### src/rtl/bnn_pkg.sv
// Shared types and derivation helpers for the sequential BNN layer.
// Exports the FSM state enum plus width and record-offset functions.
package bnn_pkg;

  typedef enum logic [1:0] {
    IDLE,
    RUN,
    DONE
  } state_t;

  localparam int W_LSB = 0;

  function automatic int thr_w(input int in_bits);
    return $clog2(in_bits + 1);
  endfunction

  function automatic int rec_w(input int in_bits,
                               input int load_w);
    int raw;
    raw = in_bits + thr_w(in_bits);
    return load_w * ((raw + load_w - 1) / load_w);
  endfunction

  function automatic int thr_lsb(input int in_bits);
    return in_bits;
  endfunction

endpackage

### src/rtl/bnn_xnor_popcount.sv
// Combinational binary neuron: popcount of XNOR(x, w) compared to thr.
// Ports: x, w (IN_BITS) in; thr in; popcount out; fire out.
module bnn_xnor_popcount
  import bnn_pkg::*;
#(
  parameter int IN_BITS = 8,
  localparam int THR_W = thr_w(IN_BITS)
) (
  input  logic [IN_BITS-1:0] x,
  input  logic [IN_BITS-1:0] w,
  input  logic [THR_W-1:0]   thr,
  output logic [THR_W-1:0]   popcount,
  output logic               fire
);

  logic [IN_BITS-1:0] agree;

  assign agree = ~(x ^ w);

  always_comb begin
    popcount = '0;
    for (int i = 0; i < IN_BITS; i++) begin
      popcount = popcount + THR_W'(agree[i]);
    end
  end

  // unsigned: thr=0 always fires, thr>IN_BITS never does
  assign fire = (popcount >= thr);

endmodule

### src/rtl/bnn_layer_seq.sv
// Time-multiplexed BNN layer: one XNOR-popcount unit, one neuron/cycle.
// Ports: clk, reset, in_* / out_* handshakes, nibble-serial load port.
module bnn_layer_seq
  import bnn_pkg::*;
#(
  parameter int IN_BITS = 8,
  parameter int NUM_NEURONS = 8,
  parameter int LOAD_W = 4,
  localparam int THR_W = thr_w(IN_BITS),
  localparam int IDX_W =
    (NUM_NEURONS > 1) ? $clog2(NUM_NEURONS) : 1
) (
  input  logic                   clk,
  input  logic                   reset,
  input  logic [IN_BITS-1:0]     in_data,
  input  logic                   in_valid,
  output logic                   in_ready,
  output logic [NUM_NEURONS-1:0] out_data,
  output logic                   out_valid,
  input  logic                   out_ready,
  input  logic [LOAD_W-1:0]      load_data,
  input  logic                   load_valid,
  input  logic                   load_rewind,
  output logic [IDX_W-1:0]       load_idx
);

  localparam int REC_W = rec_w(IN_BITS, LOAD_W);
  localparam int NIB = REC_W / LOAD_W;
  localparam int BUF_W = REC_W - LOAD_W;
  localparam int NC_W = (NIB > 1) ? $clog2(NIB) : 1;
  localparam int THR_LSB = thr_lsb(IN_BITS);

  state_t state;
  state_t state_nx;

  logic [IN_BITS-1:0] in_reg;
  logic [IN_BITS-1:0] w_mem [NUM_NEURONS];
  logic [THR_W-1:0]   thr_mem [NUM_NEURONS];

  logic [BUF_W-1:0] rec_buf;
  logic [REC_W-1:0] rec_nx;
  logic [NC_W-1:0]  nib_cnt;
  logic [IDX_W-1:0] k;

  logic in_fire;
  logic out_fire;
  logic load_ok;
  logic last_nib;
  logic k_last;
  logic fire;

  assign in_ready = (state == IDLE) &&
                    (nib_cnt == '0) &&
                    !load_valid;
  assign out_valid = (state == DONE);
  assign in_fire = in_valid && in_ready;
  assign out_fire = out_valid && out_ready;

  assign load_ok = (state == IDLE) && load_valid;
  assign last_nib = (nib_cnt == NC_W'(NIB - 1));
  assign k_last = (k == IDX_W'(NUM_NEURONS - 1));

  // newest nibble enters at the top, so the first nibble ends up at bit 0
  assign rec_nx = {load_data, rec_buf};

  bnn_xnor_popcount #(
    .IN_BITS (IN_BITS)
  ) u_neuron (
    .x        (in_reg),
    .w        (w_mem[k]),
    .thr      (thr_mem[k]),
    .popcount (),
    .fire     (fire)
  );

  always_comb begin
    state_nx = state;
    unique case (state)
      IDLE: if (in_fire) state_nx = RUN;
      RUN:  if (k_last) state_nx = DONE;
      DONE: if (out_ready) state_nx = IDLE;
      default: state_nx = IDLE;
    endcase
  end

  always_ff @(posedge clk) begin
    if (reset) begin
      state <= IDLE;
      in_reg <= '0;
      out_data <= '0;
      k <= '0;
      rec_buf <= '0;
      nib_cnt <= '0;
      load_idx <= '0;
      for (int i = 0; i < NUM_NEURONS; i++) begin
        w_mem[i] <= '0;
        thr_mem[i] <= '0;
      end
    end else begin
      state <= state_nx;

      if (in_fire) begin
        in_reg <= in_data;
        out_data <= '0;
      end

      if (state == RUN) begin
        out_data[k] <= fire;
        k <= k_last ? '0 : k + 1'b1;
      end

      if (load_rewind) begin
        load_idx <= '0;
        nib_cnt <= '0;
      end else if (load_ok) begin
        rec_buf <= rec_nx[REC_W-1:LOAD_W];
        if (last_nib) begin
          nib_cnt <= '0;
          w_mem[load_idx] <= rec_nx[W_LSB +: IN_BITS];
          thr_mem[load_idx] <= rec_nx[THR_LSB +: THR_W];
          load_idx <= (load_idx == IDX_W'(NUM_NEURONS - 1))
                      ? '0 : load_idx + 1'b1;
        end else begin
          nib_cnt <= nib_cnt + 1'b1;
        end
      end
    end
  end

  // out_fire is implied by the DONE->IDLE transition above
  logic unused_ok;
  assign unused_ok = out_fire;

endmodule

### config.mk
export PLATFORM = sky130hd
export DESIGN_NAME = bnn_layer_seq
export DESIGN_NICKNAME = d
export VERILOG_FILES = /design/src/rtl/bnn_pkg.sv /design/src/rtl/bnn_xnor_popcount.sv /design/src/rtl/bnn_layer_seq.sv
export SDC_FILE = /design/constraint.sdc
export NUM_CORES = 1
export LEC_CHECK = 0
export CAP_MARGIN = 15
export CORE_MARGIN = 4
export CORE_UTILIZATION = 45
export CTS_CLUSTER_SIZE = 8
export DETAILED_ROUTE_END_ITERATION = 10
export PLACE_DENSITY = 0.74
export SETUP_SLACK_MARGIN = 0.3
export SLEW_MARGIN = 5
export SYNTH_ARGS = -nofsm -noshare
export SYNTH_HDL_FRONTEND = slang
export SYNTH_SLANG_ARGS = --single-unit
### constraint.sdc
create_clock -name clk -period 4.6 [get_ports clk]
set_clock_uncertainty 0.05 [all_clocks]
set_input_delay 0.46 -clock clk [delete_from_list [all_inputs] [get_ports clk]]
set_output_delay 0.46 -clock clk [all_outputs]
set_load 0.02 [all_outputs]
== Word-level counts from Yosys, hierarchy flattened ==
Memories as Yosys holds them, arrays and structs flattened. A register that Yosys moved wholly into a read port is not among the register bits.
Cells that the tools add are included.

* Bits in registers: 34
* Memories: 2
* Logic and storage cells: 77
* Bits in latches: 0
* Memory bits (read-only): 0
* Output and inout port bits: 13
* Bits in writable memories: 96

* Magnitude comparators: 3
* Mux-type cells: 30
* Reductions and logical operators: 14
* $add $sub $neg: 10
* Divide/modulo/power cells: 0
* Multiply operators: 0
* Bitwise logic cells: 3
* Eq/ne operators: 8
* Shifts and indexed selects: 0

{| class="wikitable"
|+ Memory list
! name !! words !! bits a word !! read ports !! clocked after memory_dff !! wr ports !! RTL line !! text
|-
| w_mem || 8 || 8 || 1 || 1 || 8 || bnn_layer_seq.sv:37 || <nowiki>logic [IN_BITS-1:0] w_mem [NUM_NEURONS];</nowiki>
|-
| thr_mem || 8 || 4 || 1 || 1 || 8 || bnn_layer_seq.sv:38 || <nowiki>logic [THR_W-1:0] thr_mem [NUM_NEURONS];</nowiki>
|}

{| class="wikitable"
|+ Operators by type and width
! cell !! number
|-
| $mux 8 || 4
|-
| $add 4x1->4 || 6
|-
| $mux 3 || 8
|-
| $mux 1 || 10
|-
| $bwmux 8 || 1
|-
| $mux 2 || 4
|-
| $not 8->8 || 1
|-
| $reduce_or 8->1 || 1
|-
| $xor 8x8->8 || 1
|-
| $add 3x1->3 const B || 2
|-
| $eq 3x3->1 const B || 2
|-
| $pmux 2 s3 || 1
|-
| $logic_and 1x1->1 || 5
|-
| $eq 2x2->1 const B || 2
|-
| $ge 4x4->1 || 1
|-
| $logic_not 2->1 || 2
|-
| $lt 3x4->1 const B || 1
|-
| $mux 4 || 1
|-
| $ne 2x2->1 const B || 2
|-
| $reduce_and 2->1 || 2
|-
| $reduce_or 4->1 || 1
|-
| $demux 1 s3 || 1
|-
| $ge 3x1->1 const B || 1
|-
| $reduce_and 3->1 || 1
|-
| other kinds (7) || 7
|}

== Depth between registers and ports, before layout ==
Gate-level depths: netlist of run 1.

* Word-level depth: 12
* Gate-level depth with buffers: 18

== Modules after synthesis ==
A second synthesis of run 1 with hierarchy kept.

* Cells, all modules: 485
* Area, all modules: 6376.1 um^2

{| class="wikitable"
|+ Modules (own cells, without submodules)
! module !! cells an instance !! instances !! area an instance (um^2)
|-
| bnn_layer_seq || 447 || 1 || 6042.0
|-
| bnn_xnor_popcount || 38 || 1 || 334.1
|}

== Least setup slack after synthesis of run 1 ==
Ideal clock, no wire load.

* Path type: register -> register
* Start: register with a tool-made name
* End: register out_data[3]
* Slack: 0.014 ns
* Stages on the path, launching flop included: 19
* Clock period less this slack: 4.586 ns
* Buffers on the path: 2
* Arrival: 4.414 ns
* Required time: 4.428 ns
* Cell sequence: dfxtp_1 > buf_6 > buf_12 > mux4_2 > mux2i_1 > xor2_1 > ha_1 > inv_1 > fa_1 > fa_1 > inv_1 > fa_1 > inv_1 > fa_1 > inv_1 > ha_1 > a21oi_1 > nor2_1 > o32a_1

{| class="wikitable"
|+ RTL lines
! element !! RTL line !! text
|-
| end signal: indexed assignment || bnn_layer_seq.sv:108 || <nowiki>out_data[k] <= fire;</nowiki>
|-
| end: declaration || bnn_layer_seq.sv:18 || <nowiki>output logic [NUM_NEURONS-1:0] out_data,</nowiki>
|}

==> metrics.txt, run 1 <==
# TYPE chip_impl_metric gauge
chip_impl_info{name="timing.critical_path.from_type",value="flip-flop"} 1
chip_impl_metric{name="ir_drop",unit="mV"} 0.2509
chip_impl_metric{name="fraction_of_the_yosys_area_taken_by_sequential_cells",unit="%"} 58.01
chip_impl_metric{name="antenna_cells_inserted",unit=""} 0
chip_impl_metric{name="drt-pass1-iter-count",unit=""} 5
chip_impl_metric{name="crit_arrival",unit="ns"} 4.58
chip_impl_metric{name="place_inst",unit=""} 663
chip_impl_info{name="end_kind",value="flip-flop"} 1
chip_impl_metric{name="postSynthCellCount",unit=""} 466
chip_impl_metric{name="cts-buffers-inserted",unit=""} 17
chip_impl_info{name="cpMostUsedCell",value="sky130_fd_sc_hd__fa_1"} 1
chip_impl_metric{name="port_buffers",unit=""} 30
chip_impl_info{name="status",value="finished clean"} 1
chip_impl_metric{name="pin_count_of_the_biggest_net_entering_global_routing",unit=""} 36
chip_impl_metric{name="postLayoutSetupSlackWorst",unit="ns"} 0.2615
chip_impl_metric{name="grt_first_pass_wirelength",unit="mm"} 20.45
chip_impl_info{name="ys_top_cells_by_area",value="sky130_fd_sc_hd__edfxtp_1 46%, sky130_fd_sc_hd__dfxtp_1 12%, sky130_fd_sc_hd__and2_1 10%"} 1
chip_impl_metric{name="ys.warnings.count",unit=""} 0
chip_impl_metric{name="yosys_register_bits",unit=""} 133
chip_impl_metric{name="synth_nets",unit=""} 499
chip_impl_metric{name="post-layout-total-power",unit="uW"} 3025
chip_impl_info{name="crit_family",value="adder cells"} 1
chip_impl_info{name="hp-class",value="reg2reg"} 1
chip_impl_metric{name="cts.sinks",unit=""} 133
chip_impl_info{name="critical_setup_path_class",value="reg2reg"} 1
chip_impl_metric{name="setup-violations-final",unit=""} 0
chip_impl_metric{name="fp.dieH",unit="microns"} 125.8
chip_impl_metric{name="antenna_violations_before_repair",unit=""} 0
chip_impl_metric{name="ff2ff_path_depth",unit=""} 15
chip_impl_metric{name="hold_viol",unit=""} 0
chip_impl_metric{name="max_cap_violations",unit=""} 0
chip_impl_info{name="cts.root.buffer_cell",value="sky130_fd_sc_hd__clkbuf_16"} 1
chip_impl_metric{name="finalMaxSlewViolations",unit=""} 0
chip_impl_info{name="origin_of_the_worst_min_delay_path",value="out_data[6]"} 1
chip_impl_metric{name="max_slew.worst_pin.slew",unit="ns"} 0.8002
chip_impl_metric{name="initial_utilization",unit="%"} 46.61
chip_impl_info{name="grt_setup_unrepaired",value="true"} 1
chip_impl_metric{name="floorplan.die_area",unit="sq um"} 15830
chip_impl_metric{name="number_of_synthesized_flops_with_an_enable_pin",unit=""} 96
chip_impl_metric{name="via_count",unit=""} 3698
chip_impl_metric{name="distinct_cell_type_count_of_the_synthesized_netlist",unit=""} 41
chip_impl_metric{name="final.fill_count",unit=""} 1054
chip_impl_metric{name="post-synth-top-area-fraction",unit="%"} 46.15
chip_impl_metric{name="via_per_inst",unit=""} 5.313
chip_impl_metric{name="clk_path_buf_depth",unit=""} 2
chip_impl_metric{name="synth_area_per_cell",unit="sq um"} 13.40
chip_impl_metric{name="max_clock_freq",unit="MHz"} 230.5
chip_impl_metric{name="globalRouteTotalUtil",unit="%"} 16.72
chip_impl_metric{name="h-tree-depth",unit=""} 4
chip_impl_metric{name="setup_total_negative_slack",unit="ns"} 0
chip_impl_metric{name="grt_overflow",unit=""} 0
chip_impl_info{name="most_flop_heavy_register",value="w_mem"} 1
chip_impl_info{name="hold_end",value="out_data[6]"} 1
chip_impl_info{name="worstPathCellList",value="buf_8, mux4_1, mux2i_1, xnor2_1, fa_1, fa_1, inv_1, fa_2, inv_2, fa_1, inv_2, ha_4, a21oi_4, nor2_2, o32a_1"} 1
chip_impl_info{name="biggestRegsByFlops",value="w_mem x64, thr_mem x32"} 1
chip_impl_metric{name="worst-r2r-setup-slack",unit="ns"} 0.26
chip_impl_metric{name="gp_congestion",unit=""} 0.8117
chip_impl_info{name="r2r_end",value="out_data[7]"} 1
chip_impl_metric{name="area_occupied_by_multi_input_gates",unit="sq um"} 2482
chip_impl_metric{name="total_wirelength_of_the_detailed_routed_design",unit="mm"} 12.73
chip_impl_metric{name="die_width",unit="microns"} 125.8
chip_impl_metric{name="worst_path_largest_cell_delay",unit="ns"} 0.59
chip_impl_info{name="synth_top_flop_cell",value="sky130_fd_sc_hd__edfxtp_1"} 1
chip_impl_metric{name="via_count_of_the_first_global_routing_pass",unit=""} 3789
chip_impl_metric{name="normalized_max_slew_margin",unit="%"} 46.36
chip_impl_metric{name="p_per_area",unit="nW/um^2"} 411.9
chip_impl_metric{name="dp_worst_setup_slack",unit="ns"} 0.09540
chip_impl_metric{name="async_flop_share",unit="%"} 0
chip_impl_metric{name="area_growth_syn_to_layout",unit="%"} 17.59
chip_impl_metric{name="cts.reportedPaths.clkPinSlew",unit="ns"} 0.06
chip_impl_metric{name="row_count",unit=""} 42
chip_impl_metric{name="drt-wirelength-per-cell",unit="microns"} 18.29
chip_impl_metric{name="fin_crit_sh",unit="%"} 94.31
chip_impl_metric{name="period_needed",unit="ns"} 4.338
chip_impl_metric{name="postCtsHoldBufs",unit=""} 0
chip_impl_metric{name="flip_flop_count_of_the_largest_register_all_copies_and_words_added",unit=""} 64
chip_impl_metric{name="place_hpwl",unit="mm"} 8.560
chip_impl_metric{name="clock_insertion_delay_worst_skew",unit="ns"} 0.41
chip_impl_metric{name="number_of_buffers_and_inverters_on_the_critical_path",unit=""} 4
chip_impl_metric{name="seqCellArea",unit="sq um"} 3627
chip_impl_metric{name="syn-cell-area",unit="sq um"} 6246
chip_impl_info{name="critical-path-slowest-cell",value="sky130_fd_sc_hd__mux4_1"} 1
chip_impl_info{name="cts_tree",value="done"} 1
chip_impl_metric{name="cp_data_required_time",unit="ns"} 4.84
chip_impl_metric{name="detail_route.drc_violations",unit=""} 0
chip_impl_metric{name="pin_count",unit=""} 31
chip_impl_metric{name="route.antenna.remaining_nets",unit=""} 0
chip_impl_metric{name="core_area",unit="sq um"} 13400
chip_impl_metric{name="post_layout_nonfiller_instances",unit=""} 696
chip_impl_metric{name="nNetsFinal",unit=""} 540
chip_impl_metric{name="power.static_leakage",unit="uW"} 0.002735
chip_impl_metric{name="timing.hold.worst_path_depth",unit=""} 2
chip_impl_metric{name="share_of_final_layout_standard_cells_stronger_than_drive_strength_1",unit="%"} 15.38
chip_impl_metric{name="critPathMaxFanout",unit=""} 12
chip_impl_metric{name="dr.first_iter.drc_count",unit=""} 284
chip_impl_info{name="synth_area_leader_cell",value="sky130_fd_sc_hd__edfxtp_1"} 1
-- worst max-delay path by stage --
| stage | cells after the start | slack [ns] | start | to |
|---|---|---|---|---|
| floorplan | 18 | 0.26 | flip-flop | out_data[7] |
| detailed placement | 15 | 0.1 | flip-flop | out_data[0] |
| CTS | 17 | 0.26 | flip-flop | out_data[0] |
| global placement | 15 | 0.18 | flip-flop | out_data[7] |
| finish | 15 | 0.26 | flip-flop | out_data[7] |
| global route | 17 | 0.04 | flip-flop | out_data[2] |
-- repair_timing --
action,CTS,global route
pin swaps,4,0
endpoints found under the setup margin,8,8
setup buffers,1,0
resized for setup,8,1
hold endpoints to repair,0,0
-- stage by stage --
stage          util, %  instance area (sq um)  hold slack (ns)
2_1_floorplan        -                   6256           0.4337
4_1_cts          54.81                   7345           0.4074
6_report         54.81                   7345           0.4028
3_3_place_gp     50.35                   6746           0.3912
5_1_grt          54.81                   7345           0.4384
3_5_place_dp     50.35                   6746           0.3991
-- synth_stat cells, drive strengths merged, types with 2 or more instances --
master	count
a2bb2oi	4
nand2	30
inv	9
or3	2
a21oi	16
nand4	2
edfxtp	96
ha	11
or2	13
nor3	6
nand3b	3
xnor2	5
mux4	24
nor2b	3
xor2	4
nand3	3
o32a	3
clkbuf	15
nor2	26
nand2b	12
fa	4
dfxtp	37
buf	7
and2	100
mux2i	22
nor3b	2
-- worst min-delay path: cells and delay by family, from the launching register on --
kind / cells / cell delay [ns]
AO/OA/AOI/OAI: 1 / 0.05
flip-flops: 1 / 0.31
AND/OR/NAND/NOR: 1 / 0.05
-- layout make-up --
| cell class | instances | share of cell area, % |
|---|---|---|
| Inverter | 9 | 0.4600 |
| Multi-Input combinational cell | 302 | 33.80 |
| Clock buffer | 17 | 5.792 |
| Clock inverter | 15 | 1.942 |
| Sequential cell | 133 | 49.39 |
| Timing Repair Buffer | 44 | 5.622 |
| Tap cell | 176 | 2.998 |
-- cell families (layout without fill, tap and decap cells) --
| group | Yosys count | count (layout) | synth area share [%] |
|---|---|---|---|
| AOI/OAI and AO/OA | 28 | 28 | 2.945 |
| xor gates and xnor gates | 9 | 9 | 1.262 |
| adders and majority gates | 15 | 15 | 3.486 |
| buffers and inverters | 31 | 85 | 2.584 |
| DFF | 133 | 133 | 58.01 |
| muxes | 47 | 47 | 13.26 |
| and+or+nand+nor | 203 | 203 | 18.45 |
-- cell usage in the layout, fill, tap and decap left out, types with 3 or more instances in the layout --
cell type	n
sky130_fd_sc_hd__edfxtp_1	96
sky130_fd_sc_hd__a2bb2oi_1	4
sky130_fd_sc_hd__nor2_1	25
sky130_fd_sc_hd__nand2b_1	12
sky130_fd_sc_hd__nand3b_1	3
sky130_fd_sc_hd__fa_1	3
sky130_fd_sc_hd__inv_1	6
sky130_fd_sc_hd__mux2i_1	22
sky130_fd_sc_hd__inv_2	3
sky130_fd_sc_hd__ha_1	10
sky130_fd_sc_hd__a21oi_1	15
sky130_fd_sc_hd__nor2b_1	3
sky130_fd_sc_hd__nand3_1	3
sky130_fd_sc_hd__xor2_1	4
sky130_fd_sc_hd__clkbuf_16	17
sky130_fd_sc_hd__dfxtp_1	36
sky130_fd_sc_hd__mux4_1	13
sky130_fd_sc_hd__buf_4	13
sky130_fd_sc_hd__and2_1	100
sky130_fd_sc_hd__mux4_2	11
sky130_fd_sc_hd__o32a_1	3
sky130_fd_sc_hd__clkdlybuf4s50_1	30
sky130_fd_sc_hd__nor3_1	3
sky130_fd_sc_hd__or2_2	11
sky130_fd_sc_hd__clkinvlp_4	3
sky130_fd_sc_hd__xnor2_1	5
sky130_fd_sc_hd__inv_6	7
sky130_fd_sc_hd__nand2_1	30
-- report_power, final --
part,internal [uW],switching [uW]
registers,1320,24.8
clock network,756,535
logic,182,204
-- layer usage --
layer  vias to the layer above  track usage, %  share of wire, %
li1                       1755               -                 -
met1                      1830           20.99                41
met2                        96           28.79                52
met3                        17           4.403               6.0
met4                         0           4.669               1.1
met5                         -               0                 0
Power figures use the tool's default switching activity.
==> run 2: changes to the inputs <==
--- a/config.mk
+++ b/config.mk
@@ -8,6 +8,7 @@
 export CAP_MARGIN = 15
 export CORE_MARGIN = 4
 export CORE_UTILIZATION = 45
+export CTS_BUF_LIST = sky130_fd_sc_hd__clkbuf_8
 export CTS_CLUSTER_SIZE = 8
 export DETAILED_ROUTE_END_ITERATION = 10
 export PLACE_DENSITY = 0.74
==> metrics.txt, run 2 (same netlist as run 1, synthesis figures left out) <==
# TYPE chip_impl_metric gauge
chip_impl_info{name="mostFrequentLayoutCells",value="100 x sky130_fd_sc_hd__and2_1, 96 x sky130_fd_sc_hd__edfxtp_1, 36 x sky130_fd_sc_hd__dfxtp_1, 30 x sky130_fd_sc_hd__nand2_1, 30 x sky130_fd_sc_hd__clkdlybuf4s50_1"} 1
chip_impl_metric{name="total_wirelength_of_the_detailed_routed_design",unit="mm"} 12.57
chip_impl_metric{name="clock_insertion_delay_worst_skew",unit="ns"} 0.43
chip_impl_metric{name="area_growth_syn_to_layout",unit="%"} 14.52
chip_impl_metric{name="cts-buffers-inserted",unit=""} 17
chip_impl_metric{name="h-tree-depth",unit=""} 4
chip_impl_metric{name="postLayoutSetupSlackWorst",unit="ns"} 0.2798
chip_impl_metric{name="final.fill_count",unit=""} 1095
chip_impl_metric{name="globalRouteTotalUtil",unit="%"} 16.43
chip_impl_metric{name="dp_worst_setup_slack",unit="ns"} 0.09540
chip_impl_info{name="timing.critical_path.from_type",value="flip-flop"} 1
chip_impl_metric{name="via_count",unit=""} 3693
chip_impl_metric{name="row_count",unit=""} 42
chip_impl_metric{name="setup-violations-final",unit=""} 0
chip_impl_metric{name="port_buffers",unit=""} 30
chip_impl_info{name="hp-class",value="reg2reg"} 1
chip_impl_info{name="cts_tree",value="done"} 1
chip_impl_metric{name="post-layout-total-power",unit="uW"} 2655
chip_impl_info{name="layout.cells.most_common",value="sky130_fd_sc_hd__and2_1"} 1
chip_impl_metric{name="fp.dieH",unit="microns"} 125.8
chip_impl_metric{name="p_per_area",unit="nW/um^2"} 371.2
chip_impl_metric{name="floorplan.die_area",unit="sq um"} 15830
chip_impl_info{name="critical_setup_path_class",value="reg2reg"} 1
chip_impl_metric{name="antenna_violations_before_repair",unit=""} 0
chip_impl_info{name="grt_setup_unrepaired",value="true"} 1
chip_impl_metric{name="grt_first_pass_wirelength",unit="mm"} 20.22
chip_impl_metric{name="setup_total_negative_slack",unit="ns"} 0
chip_impl_metric{name="drt-pass1-iter-count",unit=""} 5
chip_impl_metric{name="finalMaxSlewViolations",unit=""} 0
chip_impl_metric{name="fin_crit_sh",unit="%"} 93.92
chip_impl_metric{name="ir_drop",unit="mV"} 0.1804
chip_impl_metric{name="core_area",unit="sq um"} 13400
chip_impl_metric{name="area_occupied_by_multi_input_gates",unit="sq um"} 2482
chip_impl_metric{name="crit_arrival",unit="ns"} 4.58
chip_impl_metric{name="pin_count",unit=""} 31
chip_impl_metric{name="detail_route.drc_violations",unit=""} 0
chip_impl_metric{name="grt_overflow",unit=""} 0
chip_impl_metric{name="place_hpwl",unit="mm"} 8.560
chip_impl_metric{name="normalized_max_slew_margin",unit="%"} 45.34
chip_impl_metric{name="initial_utilization",unit="%"} 46.61
chip_impl_metric{name="cts.sinks",unit=""} 133
chip_impl_metric{name="route.antenna.remaining_nets",unit=""} 0
chip_impl_metric{name="max_cap_violations",unit=""} 0
chip_impl_info{name="cts.root.buffer_cell",value="sky130_fd_sc_hd__clkbuf_8"} 1
chip_impl_metric{name="postCtsHoldBufs",unit=""} 0
chip_impl_metric{name="dr.first_iter.drc_count",unit=""} 288
chip_impl_metric{name="layout.core_utilization",unit="%"} 53.38
chip_impl_metric{name="gp_congestion",unit=""} 0.8117
chip_impl_metric{name="drt-wirelength-per-cell",unit="microns"} 18.07
chip_impl_metric{name="via_count_of_the_first_global_routing_pass",unit=""} 3806
chip_impl_metric{name="cts.reportedPaths.clkPinSlew",unit="ns"} 0.08
chip_impl_metric{name="max_slew.worst_pin.slew",unit="ns"} 0.8154
chip_impl_metric{name="flip_flop_count_of_the_largest_register_all_copies_and_words_added",unit=""} 64
chip_impl_metric{name="via_per_inst",unit=""} 5.306
chip_impl_metric{name="max_clock_freq",unit="MHz"} 231.5
chip_impl_info{name="status",value="finished clean"} 1
chip_impl_metric{name="nNetsFinal",unit=""} 540
chip_impl_info{name="end_kind",value="flip-flop"} 1
chip_impl_metric{name="die_width",unit="microns"} 125.8
chip_impl_info{name="most_flop_heavy_register",value="w_mem"} 1
chip_impl_metric{name="power.static_leakage",unit="uW"} 0.002647
chip_impl_metric{name="antenna_cells_inserted",unit=""} 0
chip_impl_metric{name="period_needed",unit="ns"} 4.320
chip_impl_metric{name="clk_path_buf_depth",unit=""} 2
chip_impl_metric{name="critPathMaxFanout",unit=""} 6
chip_impl_metric{name="cp_data_required_time",unit="ns"} 4.86
chip_impl_info{name="biggestRegsByFlops",value="w_mem x64, thr_mem x32"} 1
chip_impl_metric{name="pin_count_of_the_biggest_net_entering_global_routing",unit=""} 36
chip_impl_metric{name="seqCellArea",unit="sq um"} 3627
chip_impl_metric{name="hold_viol",unit=""} 0
chip_impl_metric{name="share_of_final_layout_standard_cells_stronger_than_drive_strength_1",unit="%"} 15.38
run 2: power by group:
part	switching (uW)	internal, uW	total [uW]	leakage, uW
Combinational	201	181	382	0.00119
Clock	487	440	927	0.000184
Sequential	24.3	1320	1350	0.00127
Total	713	1940	2660	0.00265
run 2: path summary, 6_finish.rpt:
kind | endpoint | startpoint | slack (ns) | cells past startpoint
worst min register to register | out_data[6] | out_data[6] | 0.41 | 2
worst max-delay path | out_data[7] | flip-flop | 0.28 | 16
worst min-delay path | out_data[6] | out_data[6] | 0.41 | 2
worst max register to register | out_data[7] | flip-flop | 0.28 | 16
run 2: final cells by class:
class / count / share of cell area, %
well taps: 176 / 3.079
multi-input cells: 302 / 34.70
flip-flops and latches: 133 / 50.71
clock inverters: 15 / 1.994
inverters: 9 / 0.4723
clock buffers: 17 / 3.271
repair buffers: 44 / 5.772
run 2: worst max-delay path: stages, from the launching register on:
cell	delay, ns
sky130_fd_sc_hd__dfxtp_4	0.41
sky130_fd_sc_hd__mux4_2	0.52
sky130_fd_sc_hd__mux2i_1	0.17
sky130_fd_sc_hd__xor2_1	0.17
sky130_fd_sc_hd__ha_1	0.26
sky130_fd_sc_hd__inv_2	0.06
sky130_fd_sc_hd__fa_1	0.41
sky130_fd_sc_hd__fa_1	0.49
sky130_fd_sc_hd__inv_1	0.05
sky130_fd_sc_hd__fa_2	0.34
sky130_fd_sc_hd__inv_2	0.07
sky130_fd_sc_hd__fa_1	0.40
sky130_fd_sc_hd__inv_2	0.08
sky130_fd_sc_hd__ha_4	0.20
sky130_fd_sc_hd__a21oi_4	0.13
sky130_fd_sc_hd__nor2_2	0.07
sky130_fd_sc_hd__o32a_1	0.33
run 2: routing by layer:
layer	up-vias	routed length (microns)	GRT usage, %
met1	1833	5301	20.71
met5	-	0	0
met3	13	674	4.276
li1	1756	-	-
met4	0	114	4.479
met2	91	6484	28.29
run 2: timing repair:
action / in CTS / in global routing
setup endpoints to repair: 8 / 8
gates resized for setup: 8 / 1
pin swaps: 5 / 0
gates cloned: 0 / 0
setup buffers: 1 / 0
run 2: metrics by stage:
stage	area [sq um]	hold WS (ns)	cells
floorplan	6256	0.4337	466
global placement	6746	0.3912	663
detailed placement	6746	0.3991	663
CTS	7153	0.4105	696
global route	7153	0.4418	696
finish	7153	0.4058	696
==> run 3: changes to the inputs <==
--- a/config.mk
+++ b/config.mk
@@ -5,6 +5,7 @@
 export SDC_FILE = /design/constraint.sdc
 export NUM_CORES = 1
 export LEC_CHECK = 0
+export ABC_CLOCK_PERIOD_IN_PS = 4600
 export CAP_MARGIN = 15
 export CORE_MARGIN = 4
 export CORE_UTILIZATION = 45
==> results of run 3 <==
Final layout, timing and power as in run 2 (identical DEF).
